$ cat config.mk
export PLATFORM = sky130hd
export DESIGN_NAME = uart_tx_mmio
export DESIGN_NICKNAME = d
export VERILOG_FILES = /design/src/rtl/uart_tx_mmio.sv
export SDC_FILE = /design/constraint.sdc
export NUM_CORES = 1
export LEC_CHECK = 0
export ABC_CLOCK_PERIOD_IN_PS = 2600
export BUFFER_PORTS_ARGS = -buffer_cell sky130_fd_sc_hd__buf_4
export CORE_MARGIN = 1.5
export CORE_UTILIZATION = 40
export DETAILED_ROUTE_END_ITERATION = 16
export GPL_TIMING_DRIVEN = 1
export PLACE_DENSITY = 0.75
export SLEW_MARGIN = 30
export SYNTH_ARGS = -nofsm -noshare
export SYNTH_HDL_FRONTEND = slang
export SYNTH_SLANG_ARGS = --single-unit
$ cat constraint.sdc
create_clock -name clk -period 2.6 [get_ports clk]
set_clock_uncertainty 0.15 [all_clocks]
set_input_delay 0.26 -clock clk [delete_from_list [all_inputs] [get_ports clk]]
set_output_delay 0.26 -clock clk [all_outputs]
set_load 0.01 [all_outputs]
$ cat src/rtl/uart_tx_mmio.sv
// Memory-mapped UART transmitter: a bus-visible data/status register pair
// feeding a circular FIFO that drains into an 8N1 serial framer.
module uart_tx_mmio #(
  parameter int unsigned CLKS_PER_BIT = 868,
  parameter int unsigned FIFO_DEPTH   = 8,
  parameter logic [31:0] DATA_ADDR    = 32'h000fffff,
  parameter logic [31:0] STAT_ADDR    = 32'h000ffffb
) (
  input  logic        clk,
  input  logic        rst,
  input  logic        valid_i,
  output logic        ready_o,
  input  logic [31:0] addr_i,
  input  logic [31:0] wdata_i,
  input  logic [3:0]  we_i,
  output logic [31:0] rdata_o,
  output logic        tx_o,
  output logic        irq_o
);

  localparam int unsigned AW = $clog2(FIFO_DEPTH);
  localparam int unsigned CW = AW + 1;
  localparam int unsigned BW = $clog2(CLKS_PER_BIT);
  localparam logic [BW-1:0] BAUD_LAST  = BW'(CLKS_PER_BIT - 1);
  localparam logic [CW-1:0] FULL_COUNT = CW'(FIFO_DEPTH);

  typedef enum logic [1:0] {IDLE, START, DATA, STOP} state_t;

  state_t        state, state_next;
  logic [BW-1:0] baud, baud_next;
  logic [2:0]    bit_idx, bit_next;
  logic [7:0]    shift, shift_next;
  logic          tx_next;

  logic [7:0]    mem [FIFO_DEPTH];
  logic [AW-1:0] wr_ptr, rd_ptr;
  logic [CW-1:0] count;
  logic          fifo_empty, fifo_full;
  logic          push, pop;

  logic          hit_data, hit_stat, claim;
  logic          push_pend;
  logic [7:0]    push_char;
  logic [31:0]   status;
  logic          unused_bits;

  assign unused_bits = ^{wdata_i[23:0], we_i[2:0]};

  assign fifo_empty = (count == '0);
  assign fifo_full  = (count == FULL_COUNT);
  assign hit_data   = (addr_i == DATA_ADDR);
  assign hit_stat   = (addr_i == STAT_ADDR);

  // Blocking on !ready_o keeps a held request from being acknowledged twice;
  // full is judged on the registered count, so a same-cycle pop cannot unstall.
  assign claim = valid_i && !ready_o &&
                 ((hit_data && !(we_i[3] && fifo_full)) || (hit_stat && !hit_data));

  assign push  = ready_o && push_pend;
  assign pop   = (state == IDLE) && !fifo_empty;
  assign irq_o = fifo_empty && (state == IDLE);

  always_comb begin
    status       = '0;
    status[0]    = fifo_empty;
    status[1]    = fifo_full;
    status[2]    = (state != IDLE);
    status[15:8] = 8'(count);
  end

  always_ff @(posedge clk) begin
    if (rst) begin
      ready_o   <= 1'b0;
      rdata_o   <= '0;
      push_pend <= 1'b0;
      push_char <= '0;
    end else begin
      ready_o   <= claim;
      push_pend <= claim && hit_data && we_i[3];
      rdata_o   <= (claim && hit_stat && !hit_data) ? status : '0;
      if (claim) push_char <= wdata_i[31:24];
    end
  end

  always_ff @(posedge clk) begin
    if (push) mem[wr_ptr] <= push_char;
  end

  always_ff @(posedge clk) begin
    if (rst) begin
      wr_ptr <= '0;
      rd_ptr <= '0;
      count  <= '0;
    end else begin
      if (push) wr_ptr <= wr_ptr + 1'b1;
      if (pop)  rd_ptr <= rd_ptr + 1'b1;
      case ({push, pop})
        2'b10:   count <= count + 1'b1;
        2'b01:   count <= count - 1'b1;
        default: count <= count;
      endcase
    end
  end

  always_comb begin
    state_next = state;
    baud_next  = baud;
    bit_next   = bit_idx;
    shift_next = shift;
    tx_next    = 1'b1;
    case (state)
      IDLE: begin
        if (pop) begin
          shift_next = mem[rd_ptr];
          state_next = START;
          baud_next  = '0;
        end
      end
      START: begin
        if (baud == BAUD_LAST) begin
          state_next = DATA;
          baud_next  = '0;
          bit_next   = '0;
        end else begin
          baud_next = baud + 1'b1;
        end
      end
      DATA: begin
        if (baud == BAUD_LAST) begin
          baud_next = '0;
          if (bit_idx == 3'd7) state_next = STOP;
          else                 bit_next   = bit_idx + 1'b1;
        end else begin
          baud_next = baud + 1'b1;
        end
      end
      STOP: begin
        if (baud == BAUD_LAST) begin
          state_next = IDLE;
          baud_next  = '0;
        end else begin
          baud_next = baud + 1'b1;
        end
      end
      default: state_next = IDLE;
    endcase
    // Line level follows the upcoming state so tx_o stays aligned with it.
    case (state_next)
      START:   tx_next = 1'b0;
      DATA:    tx_next = shift_next[bit_next];
      default: tx_next = 1'b1;
    endcase
  end

  always_ff @(posedge clk) begin
    if (rst) begin
      state   <= IDLE;
      baud    <= '0;
      bit_idx <= '0;
      shift   <= '0;
      tx_o    <= 1'b1;
    end else begin
      state   <= state_next;
      baud    <= baud_next;
      bit_idx <= bit_next;
      shift   <= shift_next;
      tx_o    <= tx_next;
    end
  end

endmodule

After elaboration in Yosys (flattened, before gate mapping)
Memory sizes are Yosys's and may differ from the RTL's. A register that Yosys moved wholly into a read port is not among the register bits.
Cells that the tools add are included.
- shift-type cells: 0
- magnitude comparators: 1
- bitwise gates (word level): 1
- multiplexer cells: 23
- multipliers: 0
- add/subtract/negate cells: 6
- reduce and logical (&&, ||, !) cells: 23
- equality and inequality tests: 13
- div/mod/pow operators: 0
- operators with widths (operator ; count):
    $eq 32x20->1 const B ; 2
    $mux 10 ; 2
    $pmux 10 s2 ; 1
    $mux 8 ; 2
    $mux 3 ; 5
    $logic_and 1x1->1 ; 12
    $add 10x1->10 const B ; 1
    $eq 10x10->1 const B ; 1
    $mux 2 ; 5
    $add 3x1->3 const B ; 3
    $eq 2x2->1 const B ; 4
    $pmux 2 s4 ; 1
    $pmux 4 s2 ; 1
    $eq 2x1->1 const B ; 3
    $pmux 3 s2 ; 1
    $add 4x1->4 const B ; 1
    $eq 4x4->1 const B ; 1
    $logic_not 1->1 ; 4
    $logic_not 4->1 ; 1
    $lt 3x4->1 const B ; 1
    $reduce_bool 2->1 ; 2
    $sub 4x1->4 const B ; 1
    $bmux 1 s3 ; 1
    $eq 3x3->1 const B ; 1
    other kinds (8) ; 10
- memories: 1
- bits of input ports: 71
- logic and storage cells: 81
- output and inout port bits: 35
- register bits after elaboration: 76
- latch bits: 0
- memory bits (writable): 64
- ROM bits: 0
- memories (name ; words ; bits a word ; rd ports ; clocked after memory_dff ; write ports ; RTL line ; RTL):
    mem ; 8 ; 8 ; 1 ; 1 ; 1 ; 35 ; logic [7:0] mem [FIFO_DEPTH];

Longest topological paths before layout
- depth after elaboration: 10
- mapped depth: 11

Worst setup path before layout
No wires, ideal clock.
- path kind: register -> register
- from: register count[3]
- to: register count[3]
- stages on the path, launching flop included: 11
- buffers on the path: 0
- setup slack: -141 ps
- library setup time: 70 ps
- clock period less this slack: 2741 ps
- arrival time: 2520 ps
- path through: dfxtp_1 -> or4_1 -> nand2_1 -> inv_1 -> ha_1 -> ha_1 -> a21o_1 -> a21oi_1 -> xnor2_1 -> or3_1 -> a21oi_1
- word-level cells in the longest chain between the ends: 5
- ends and longest elaborated chain (element ; RTL line ; RTL):
    start: declaration ; 37 ; logic [CW-1:0] count;
    start signal: assignment ; 98 ; 2'b10: count <= count + 1'b1;
    start signal: assignment ; 99 ; 2'b01: count <= count - 1'b1;
    start signal: assignment ; 100 ; default: count <= count;
    $logic_not 4->1 * ; 49 ; assign fifo_empty = (count == '0);
    $logic_not 1->1 * ; 60 ; assign pop = (state == IDLE) && !fifo_empty;
    $logic_and 1x1->1 * ; 60 ;
    via pop ; 39 ; logic push, pop;
    $eq 2x1->1 or $eq 2x2->1 (tied branches) ; 97 ; case ({push, pop})
    $pmux 4 s2 or $reduce_bool 2->1 (tied branches) ; - ;
Mark *: on every way through the listed nets, which the timed path passes. The rest lies on a longest branch.
A chain may end at the register's enable or synchronous reset.

Final worst setup path
- from: input addr_i[21]
- to: register push_pend
- word-level cells in the longest chain between the ends: 7
- ends and longest elaborated chain (element ; RTL line ; RTL):
    start: declaration ; 13 ; input logic [31:0] addr_i,
    $eq 32x20->1 ; 51 ; assign hit_data = (addr_i == DATA_ADDR);
    $logic_not 1->1 ; 57 ; ((hit_data && !(we_i[3] && fifo_full)) || (hit_stat && !hit_data));
    $logic_and 1x1->1 ; 57 ;
    $logic_or 1x1->1 ; 57 ;
    $logic_and 1x1->1 ; 56 ; assign claim = valid_i && !ready_o &&
    $logic_and 1x1->1 * (2 in a row) ; 79 ; push_pend <= claim && hit_data && we_i[3];
    end signal: assignment ; 79 ;
    end: declaration ; 42 ; logic push_pend;
Every way passes the cells marked *; elsewhere a longest branch is shown, timed or not.

==> results_dict.tcl <==
set metrics [dict create \
    achievable-frequency_mhz 403 \
    synth.largest_area_cell "edfxtp_1" \
    clk_latency_ns 0.41 \
    synth_ff_type "edfxtp_1" \
    clock_tree.buffer_depth 2 \
    final_layout_size_suffix_gt1_share_pct 26.9 \
    mappedNetlistArea_um2 5110 \
    synth_area_leaders "edfxtp_1 38%, dfxtp_1 21%, mux4_2 7.0%" \
    arrival_ns 2.69 \
    min_period_over_period_pct 95.5 \
    dpl_worst_slack_ns 0.0566 \
    worst_path_largest_cell_delay_ns 0.55 \
    postLayoutSetupSlackWorst_ns 0.116 \
    floorplan.core_area_um2 12600 \
    fp.dieH_um 116 \
    r2r-end "count[3]" \
    row_count 41 \
    routed.top_layer "met4" \
    wire_length_the_detailed_router_placed_on_met1_um 4080 \
    die_w_um 116 \
    drt-pass1-iter-count 5 \
    tightestPinTransition_ns 0.551 \
    number_of_antenna_violating_nets_in_the_routed_design 0 \
    final_core_util_pct 51.6 \
    tritoncts "done" \
    route.met3.wl_um 478 \
    period_needed_ns 2.48 \
    drv.max_cap_violation_count 0 \
    met2_length_um 5370 \
    n_antenna_cell 0 \
    via_count 3451 \
    mean_number_of_vias_per_cell 5.04 \
    initial_drc_count 258 \
    syn_area_per_cell_um2 12.3 \
    async_flop_share_pct 0 \
    timing.final.max_slew_violations 0 \
    cp-end-kind "flip-flop" \
    seq_area_frac_synth_pct 58.7 \
    cp.depth 10 \
    number_of_antenna_violations_at_the_first_check_in_global_routing 0 \
    worstHoldPathType "in2reg" \
    tritoncts.num_buffers 17 \
    port_buffers 53 \
    critical_path_peak_fanout 9 \
    initial_utilization_pct 40.7 \
    synthDistinctLibCells 56 \
    wl_per_cell_um 14.7 \
    grt_start_max_net_pins 46 \
    grt_pass1_wl_um 16100 \
    critPathLaunchType "input port" \
    worstSetupEndpoint "push_pend" \
    finalSetupViolCount 0 \
    nets 585 \
    clock_tree_root "clkbuf_16" \
    status "completed" \
    clock_sink_count 118 \
    worstRegToRegCells 10 \
    layout.cell_area.non_filler_um2 6480 \
    path_buf_inv 3 \
    total_die_area_um2 13500 \
    power_leakage_nw 2.53 \
    placedCellCount 642 \
    globalRouteOverflowTotal 0 \
    critPathLaunch "addr_i[21]" \
    globalplace.congestion 0.799 \
    mostFrequentLayoutCells "70 x buf_4, 64 x nor2_1, 64 x edfxtp_1" \
    detail_route.wirelength_um 10100 \
    path_delay_family "simple AND/OR/NAND/NOR gates" \
    flow.area_growth_from_synthesis_pct 26.8 \
    crit_path_cell_trace "buf_4, nor4_1, and4_1, nand4_1, or3b_4, a41oi_2, buf_12, and2b_1, nor3b_2, dlygate4sd3_1" \
    detail_route.drc_violations 0 \
    vdd_drop_max_mv 0.519 \
    timing.reg2reg.setup_slack_ns 0.12 \
    layout_commonest_cell "buf_4" \
    worst_slew_margin_rel_pct 63.2 \
    htreeDepth 4 \
    pd_cells_nw_per_um2 741 \
    synthCells 414 \
    yosys_register_bits 118 \
    worst_path_max_delay_cell "dlygate4sd3_1" \
    first_global_vias 3375 \
    grt_use_total_pct 16.2 \
    reg2reg_from "count[0]" \
    placed_area_um2 5730 \
    num_io_pins 106 \
    final-instance-count-excl-fill 685 \
    synth_enable_flop_cells 64 \
    timing.final.hold_violations 0 \
    clk_pin_slew_worst_paths_ns 0.05 \
    top_cell_type_s_share_of_synthesized_area_pct 37.6 \
    worst-endpoint-required_ns 2.80 \
    post-dp-hpwl_um 6590 \
    synthesis.yosys.warnings 0 \
    crit_type "in2reg" \
]
[final cells by class]
type | count | area, um2
clock buffer | 19 | 443
clock inverter | 12 | 155
fill | 1045 | 6080
inverter | 11 | 41.3
multi-input combinational | 270 | 1950
sequential | 118 | 3000
tap | 172 | 215
timing repair buffer | 83 | 676
[how the worst min path moves through the flow]
stage / start / endpoint / slack (ns) / cells after the start
2_1_floorplan: addr_i[2] / push_pend / 0.23 / 2
3_3_place_gp: shift[2] / shift[2] / 0.31 / 2
3_5_place_dp: baud[9] / baud[9] / 0.32 / 1
4_1_cts: rst / push_char[5] / 0.14 / 2
5_1_grt: rst / push_char[5] / 0.16 / 2
6_report: rst / count[0] / 0.15 / 2
[synthesized netlist by cell type (2+ instances only)]
master,instances
a21o_1,2
a21oi_1,19
a22o_1,2
a22oi_1,3
a311oi_1,2
a41oi_2,2
and2_1,2
and2b_1,2
and3_1,3
and4_1,2
buf_1,2
buf_2,2
buf_4,26
clkbuf_1,7
dfxtp_1,54
edfxtp_1,64
ha_1,12
inv_1,11
mux2i_1,19
mux4_2,16
nand2_1,22
nand2b_1,2
nand3_1,7
nand4_1,4
nand4b_1,2
nor2_1,64
nor2b_1,2
nor3_1,7
nor3b_1,3
nor4_1,5
nor4_2,2
o211ai_1,4
o21ai_0,8
o22ai_1,2
or3_1,2
xnor2_1,2
xor2_1,5
[metrics by stage]
| step | setup TNS [ns] | total power [mW] | hold WS [ns] |
|---|---|---|---|
| 6_report | 0 | 4.80 | 0.148 |
| 5_1_grt | -0.0232 | 4.97 | 0.161 |
| 4_1_cts | 0 | 4.82 | 0.142 |
| 3_5_place_dp | 0 | 2.50 | 0.324 |
| 3_3_place_gp | 0 | 2.49 | 0.312 |
| 2_1_floorplan | 0 | 2.37 | 0.233 |
[layer usage]
| metal | GRT usage (%) | vias up |
|---|---|---|
| met1 | 18.2 | 1686 |
| li1 | - | 1641 |
| met4 | 7.15 | 0 |
| met3 | 4.71 | 13 |
| met5 | 0 | - |
| met2 | 28.5 | 111 |
[worst register-to-register path, delay by kind of cell (launching register included)]
| kind | cells | cell delay [ns] |
|---|---|---|
| AO/OA/AOI/OAI | 3 | 0.43 |
| XOR/XNOR | 1 | 0.08 |
| adder cells (fa/ha/maj) | 2 | 0.46 |
| buffers and inverters | 1 | 0.04 |
| flip-flops | 1 | 0.31 |
| AND/OR/NAND/NOR | 3 | 0.95 |
[state kept, by name, summed over array words and instances, names as in the netlist, named ones only]
signal	cells
push_char	8
count	4
push_pend	1
tx_o	1
mem	64
bit_idx	3
shift	8
state	2
wr_ptr	3
baud	10
ready_o	1
rd_ptr	3
rdata_o	7
[cell families after synthesis]
logic type	Yosys count	share of synthesized area, %
adders and majority gates	13	3.33
buffers and inverters	50	5.80
muxes	35	10.8
xor gates and xnor gates	7	1.20
and+or+nand+nor	140	13.5
other	1	0.0734
DFF	118	58.7
AOI/OAI and AO/OA	50	6.63
[power by group]
group	internal (mW)	leakage, nW	total [mW]	switching [mW]
Sequential	1.98	1.18	2.00	0.0242
Combinational	0.207	1.06	0.483	0.276
Clock	1.52	0.289	2.32	0.795
[repair_timing]
item / CTS / global route
gates resized for setup: 0 / 8
hold endpoints to repair: 9 / 0
endpoints found under the setup margin: 0 / 3
setup buffers: 0 / 1
hold buffers: 11 / 0
Note: power is estimated with default switching activity, not from simulation.
